===== config.mk =====
export PLATFORM = sky130hd
export DESIGN_NAME = display_rx
export DESIGN_NICKNAME = d
export VERILOG_FILES = /design/src/rtl/display_rx.sv
export SDC_FILE = /design/constraint.sdc
export NUM_CORES = 1
export LEC_CHECK = 0
export ABC_CLOCK_PERIOD_IN_PS = 4300
export BUFFER_PORTS_ARGS = -buffer_cell sky130_fd_sc_hd__buf_4
export CAP_MARGIN = 40
export CORE_MARGIN = 5
export CORE_UTILIZATION = 55
export CTS_CLUSTER_SIZE = 20
export DETAILED_ROUTE_END_ITERATION = 8
export GPL_ROUTABILITY_DRIVEN = 1
export GPL_TIMING_DRIVEN = 0
export PLACE_DENSITY_LB_ADDON = 0.15
export SLEW_MARGIN = 20
export SYNTH_ARGS = -nofsm -noshare
export SYNTH_HDL_FRONTEND = slang
export SYNTH_SLANG_ARGS = --single-unit

===== constraint.sdc =====
create_clock -name clk -period 4.3 [get_ports clk]
set_input_delay 0.43 -clock clk [delete_from_list [all_inputs] [get_ports clk]]
set_output_delay 0.43 -clock clk [all_outputs]
set_load 0.02 [all_outputs]

===== src/rtl/display_rx.sv =====
// display_rx: oversampling receiver for the display link; recovers a WIDTH-bit BCD
// word framed by shift-clock and latch edges, all handled in the clk domain.
`default_nettype none

module display_rx #(
  parameter int WIDTH       = 16,
  parameter int SYNC_STAGES = 2,
  parameter int TIMEOUT     = 1024
) (
  input  logic                          clk,
  input  logic                          rst,
  input  logic                          data_in,
  input  logic                          shift_clk_in,
  input  logic                          latch_in,
  output logic [WIDTH-1:0]              bcd_out,
  output logic                          valid,
  output logic                          frame_err,
  output logic                          bcd_err,
  output logic [$clog2(WIDTH+2)-1:0]    bit_cnt
);

  localparam int CW = $clog2(WIDTH + 2);
  localparam int IW = $clog2(TIMEOUT + 1);
  localparam logic [CW-1:0] C_FULL = CW'(WIDTH);
  localparam logic [CW-1:0] C_OVER = CW'(WIDTH + 1);
  localparam logic [IW-1:0] C_TIMEOUT = IW'(TIMEOUT);

  logic [SYNC_STAGES-1:0] data_sync;
  logic [SYNC_STAGES-1:0] shift_sync;
  logic [SYNC_STAGES-1:0] latch_sync;
  logic                   shift_hist;
  logic                   latch_hist;
  logic [WIDTH-1:0]       shreg;
  logic [IW-1:0]          idle_cnt;

  logic                   shift_edge;
  logic                   latch_edge;
  logic [WIDTH-1:0]       shreg_next;
  logic [CW-1:0]          cnt_next;
  logic                   nib_err;

  assign shift_edge = shift_sync[SYNC_STAGES-1] & ~shift_hist;
  assign latch_edge = latch_sync[SYNC_STAGES-1] & ~latch_hist;

  // Shift is resolved first so a coincident latch sees the updated word and count.
  always_comb begin
    shreg_next = shreg;
    cnt_next   = bit_cnt;
    if (shift_edge) begin
      shreg_next = {shreg[WIDTH-2:0], data_sync[SYNC_STAGES-1]};
      if (bit_cnt != C_OVER) begin
        cnt_next = bit_cnt + 1'b1;
      end
    end
  end

  always_comb begin
    nib_err = 1'b0;
    for (int i = 0; i < WIDTH / 4; i++) begin
      if (shreg_next[4*i +: 4] > 4'd9) begin
        nib_err = 1'b1;
      end
    end
  end

  always_ff @(posedge clk or posedge rst) begin
    if (rst) begin
      data_sync  <= '0;
      shift_sync <= '0;
      latch_sync <= '0;
      shift_hist <= 1'b0;
      latch_hist <= 1'b0;
    end else begin
      data_sync  <= {data_sync[SYNC_STAGES-2:0], data_in};
      shift_sync <= {shift_sync[SYNC_STAGES-2:0], shift_clk_in};
      latch_sync <= {latch_sync[SYNC_STAGES-2:0], latch_in};
      shift_hist <= shift_sync[SYNC_STAGES-1];
      latch_hist <= latch_sync[SYNC_STAGES-1];
    end
  end

  always_ff @(posedge clk or posedge rst) begin
    if (rst) begin
      shreg     <= '0;
      bit_cnt   <= '0;
      idle_cnt  <= '0;
      bcd_out   <= '0;
      valid     <= 1'b0;
      frame_err <= 1'b0;
      bcd_err   <= 1'b0;
    end else begin
      valid     <= 1'b0;
      frame_err <= 1'b0;
      shreg     <= shreg_next;
      if (latch_edge) begin
        bit_cnt  <= '0;
        idle_cnt <= '0;
        if (cnt_next == C_FULL) begin
          bcd_out <= shreg_next;
          valid   <= 1'b1;
          bcd_err <= nib_err;
        end else begin
          frame_err <= 1'b1;
        end
      end else if (shift_edge) begin
        bit_cnt  <= cnt_next;
        idle_cnt <= '0;
      end else if (bit_cnt != '0) begin
        // A stalled partial frame is dropped silently once the link goes quiet.
        if (idle_cnt + 1'b1 == C_TIMEOUT) begin
          bit_cnt  <= '0;
          idle_cnt <= '0;
        end else begin
          idle_cnt <= idle_cnt + 1'b1;
        end
      end else begin
        idle_cnt <= '0;
      end
    end
  end

endmodule

`default_nettype wire


# [Word-level counts from Yosys, hierarchy flattened]
# Index checks and enable logic that the tools add are counted.
[totals] out_inout_bits=24 inputBits=5 word_cells=49 ff_bits=59
[op_classes] muxes=19 n_bitwise=4 add_sub_neg=2 n_reduce_logical=5 eq_ne=3 n_lt_le_gt_ge=4
[ops] operator="11-bit 2-to-1 mux" count=4
[ops] operator="5-bit 2-to-1 mux" count=6
[ops] operator="4-bit greater-than comparator, second input constant" count=4
[ops] operator="16-bit 2-to-1 mux" count=1
[ops] operator="11-bit by 1-bit adder with 11-bit output, second input constant" count=1
[ops] operator="11-bit == test, second input constant" count=1
[ops] operator="1-bit 2-to-1 mux" count=8
[ops] operator="3-bit nonzero test" count=2
[ops] operator="5-bit by 1-bit adder with 5-bit output, second input constant" count=1
[ops] operator="5-bit == test, second input constant" count=1
[ops] operator="5-bit != test, second input constant" count=1
[ops] operator="5-bit nonzero test" count=1
[ops] operator="2-bit AND reduction" count=2
[ops] operator="1-bit bitwise AND" count=2
[ops] operator="1-bit inverter" count=2

# [Longest topological paths before layout]
[logic_depth] depth_word=8 ltp_mapped=7 depth_no_buf=6

# [Worst setup path after synthesis]
# No wires, ideal clock.
[synth_timing] path_type="flip-flop to flip-flop" start="register bit_cnt[0]" end="register bcd_out[0]" n_path_buf=1 slack_ns=1.969 setup_time_ns=0.127 required_time_ns=4.173 synth_period_minus_slack_ns=2.331 arrival_ns=2.204 stages_incl_launch_ff=8 cell_sequence="dfrtp_1 -> ha_1 -> nor3b_1 -> a31oi_1 -> o31a_1 -> nor3_4 -> buf_6 -> mux2_1"
[synth_between] elab_chain_len=5 word_cells_on_any_way=6 classes_between="add/sub: 1; eq/ne: 2; mux: 2; reduce/logical: 1"
[synth_lines] element="start: declaration" line_no="19" text="output logic [$clog2(WIDTH+2)-1:0] bit_cnt"
[synth_lines] element="start signal: assignment" line_no="106" text="bit_cnt <= cnt_next;"
[synth_lines] element="5-bit by 1-bit adder with 5-bit output or 5-bit != test (tied branches)" line_no="52, 51"
[synth_lines] element="5-bit 2-to-1 mux" line_no="51" text="if (bit_cnt != C_OVER) begin"
[synth_lines] element="5-bit 2-to-1 mux (*)" line_no="49" text="if (shift_edge) begin"
[synth_lines] element="5-bit == test (*)" line_no="98" text="if (cnt_next == C_FULL) begin"
[synth_lines] element="2-bit AND reduction (no source line) (*)"
[synth_lines] element="end signal: assignment" line_no="99" text="bcd_out <= shreg_next;"
[synth_lines] element="end: declaration" line_no="15" text="output logic [WIDTH-1:0] bcd_out,"
# Every way passes the cells marked *; elsewhere a longest branch is shown, timed or not.
# A chain may end at the register's enable or synchronous reset.

# [Final worst setup path]
[layout_timing] start="register bit_cnt[0]" end="register bcd_out[1]"
# The elaborated chain is that of the path after synthesis.

==> impl_metrics.yaml <==
critical_path:
  reg2reg_setup_slack_ns: 1.76
  critical-path-top-delay-family: "simple AND/OR/NAND/NOR gates"
  crit_chain: "ha_1 > nor3b_1 > a31oi_1 > o31a_1 > nor3_4 > buf_6 > mux2_1"
  rr_startpoint: "bit_cnt[0]$_DFFE_PP0P_"
  startpoint_type: "register"
  worstPathArrival_ns: 2.75
  cp_slowest_cell: "dfrtp_1"
  worstRegToRegCells: 7
  required_ns: 4.50
  worstSetupEndpointType: "register"
  r2r-end: "bcd_out[1]$_DFFE_PP0P_"
  crit_fanout: 10
  crit_type: "register to register"
  crit_path_max_incr_delay_ns: 0.48
  cp.buffers_inverters: 1
clock_tree:
  hold_buffers: 0
  h-tree-depth: 3
  post_cts_buffers: 0
  path_clk_slew_ns: 0.06
  cts_tree: "yes"
  clkLatencyLatePin_ns: 0.33
  cts_buffers: 9
  clock_path_buffers: 2
  cts_sinks: 59
  cts.repair.resized: 0
  cts_root_buffer: "clkbuf_8"
yosys:
  ys_ff_latch: 59
  avgSynthCellArea_sq_um: 10.8
  synth_seq_area_share_pct: 58.2
  synth.net_count: 243
  syn_inst: 234
  post_synth_num_cell_types: 39
  syn-cell-area_sq_um: 2540
  ys_warn_count: 0
sta:
  fin_crit_ns: 2.54
  finalSetupViolCount: 0
  hold_viol_final: 0
  fin_ws_ns: 1.76
  fin_skew_ns: 0.00671
  drv_slew: 0
  min_period_over_period_pct: 59.2
  rsz0062_at_grt: "false"
  fin_tns_setup_ns: 0
  relSlewSlack_pct: 52.5
  worstMarginPinSlew_ns: 0.713
  max_clock_freq_mhz: 393
place:
  place_hpwl_um: 2980
  routabilityCongestion: 0.790
  placed_area_sq_um: 2810
  dp_slack_ns: 1.75
  portBuffers: 28
power:
  vdd_drop_max_v: 0.000254
  p_leak_nw: 1.49
  powerDensity_nw_per_um2: 420
  finalPower_mw: 1.26
detailed_routing:
  route.vias.total: 1740
  drc_errors: 0
  routed_via_density: 5.29
  finalWirelength_um: 4480
  firstDrtPassIters: 4
  drtAntennaViolNets: 0
  drt_iter0_markers: 132
  routedWlPerCell_um: 13.6
run_status:
  status: "finished, final reports clean"
global_routing:
  grt_pass1_vias: 1796
  grt_max_degree: 60
  grt_pass1_wl_um: 8220
  grt_usage_pct: 17.1
  grt_overflow_total: 0
  grt_antenna_before_repair: 0
job:
  max_cap_viol_count: 0
finish:
  nNetsFinal: 282
  diodes: 0
  area_growth_pct: 18.6
  design_area_sq_um: 3010
  layout-drive-gt1-share_pct: 21.7
  final_cell_mix: "dfrtp_1, nand2_1, buf_4"
  final_common_cell: "dfrtp_1"
die:
  coreArea_sq_um: 4410
  start_util_pct: 57.5
  pin_count: 29
  rows: 24
  die_area_sq_um: 6070
  die_x_um: 77.9
  die_height_um: 77.9
min_path:
  hp-class: "input pin to asynchronous set/reset pin"
## logic make-up (layout without fill, tap and decap cells)
group / count (synthesis) / after routing / share of synthesized area [%]
AND/OR/NAND/NOR: 97 / 97 / 17.3
flip-flops: 59 / 59 / 58.2
AO/OA/AOI/OAI: 27 / 27 / 7.15
multiplexers: 19 / 19 / 8.34
XOR/XNOR: 12 / 12 / 4.14
buffers and inverters: 16 / 59 / 2.86
adder cells (fa/ha/maj): 4 / 4 / 1.97
## final cells by class
cell class | count | area, sq um
clock inverter | 2 | 35.0
inverter | 6 | 25.0
fill | 345 | 1410
timing repair buffer | 28 | 210
buffer | 10 | 50.0
clock buffer | 13 | 159
multi-input combinational | 159 | 987
tap | 52 | 65.1
sequential | 59 | 1480
## report_power, final
group | internal, mW | leakage, nW | switching [mW] | total (mW)
Clock | 0.296 | 0.0995 | 0.201 | 0.497
Sequential | 0.596 | 0.793 | 0.0327 | 0.628
Combinational | 0.0496 | 0.601 | 0.0886 | 0.138
Total | 0.941 | 1.49 | 0.322 | 1.26
## how the worst max path moves through the flow
stage	start	to	slack, ns	cells past startpoint
floorplan	bit_cnt[0]$_DFFE_PP0P_	bcd_out[0]$_DFFE_PP0P_	1.97	7
global placement	rst	bcd_out[12]$_DFFE_PP0P_	1.71	2
detailed placement	bit_cnt[0]$_DFFE_PP0P_	bcd_out[1]$_DFFE_PP0P_	1.75	7
CTS	bit_cnt[0]$_DFFE_PP0P_	bcd_out[1]$_DFFE_PP0P_	1.74	7
global route	bit_cnt[0]$_DFFE_PP0P_	bcd_out[3]$_DFFE_PP0P_	1.62	7
finish	bit_cnt[0]$_DFFE_PP0P_	bcd_out[1]$_DFFE_PP0P_	1.76	7
## metal layers
layer  part of all wire (%)  routed length [um]  vias to the layer above  track usage (%)
met4                    2.3                 103                        0             9.80
met2                     43                1940                       33             23.9
met3                    3.8                 171                        9             4.40
met5                      0                   0                        -                0
li1                       -                   -                      863                -
met1                     51                2270                      835             24.1
## worst register-to-register path, cell delays in order (launching register included)
cell	delay, ns
dfrtp_1	0.48
ha_1	0.31
nor3b_1	0.22
a31oi_1	0.06
o31a_1	0.33
nor3_4	0.45
buf_6	0.23
mux2_1	0.34
## stage by stage
| step | util [%] | instances | hold WS, ns |
|---|---|---|---|
| after floorplan | - | 234 | 0.331 |
| after global placement | 63.7 | 314 | 0.333 |
| after detailed placement | 63.7 | 314 | 0.338 |
| after CTS | 68.1 | 329 | 0.191 |
| after global routing | 68.1 | 329 | 0.189 |
| final | 68.1 | 329 | 0.207 |
## Yosys cell counts (all sizes together)
cell | count | area (sq um)
o211ai | 2 | 15.0
nor4 | 2 | 12.5
nand2 | 49 | 184
or2 | 1 | 6.26
nand4 | 3 | 18.8
xnor2 | 7 | 61.3
mux2 | 17 | 191
nor4b | 1 | 8.76
nand2b | 2 | 12.5
and4 | 1 | 8.76
o31a | 1 | 8.76
clkbuf | 3 | 12.5
a21oi | 7 | 35.0
nor3 | 3 | 26.3
o21a | 2 | 15.0
nor2 | 20 | 75.1
nor3b | 1 | 7.51
dfrtp | 59 | 1480
nand3 | 7 | 35.0
o41ai | 1 | 16.3
a211oi | 1 | 7.51
buf | 7 | 37.5
nor2b | 5 | 31.3
xor2 | 5 | 43.8
ha | 4 | 50.1
a2111oi | 1 | 8.76
inv | 6 | 22.5
mux2i | 2 | 20.0
and2 | 1 | 6.26
a31oi | 4 | 31.3
a311oi | 1 | 8.76
o21ai | 7 | 35.0
and3 | 1 | 6.26
## flip-flops by register name (all words and copies together) (netlist names)
signal / cells
shift_hist: 1
latch_hist: 1
latch_sync: 2
frame_err: 1
bit_cnt: 5
data_sync: 2
idle_cnt: 11
shreg: 16
bcd_out: 16
valid: 1
shift_sync: 2
bcd_err: 1
Note: power is estimated with default switching activity, not from simulation.
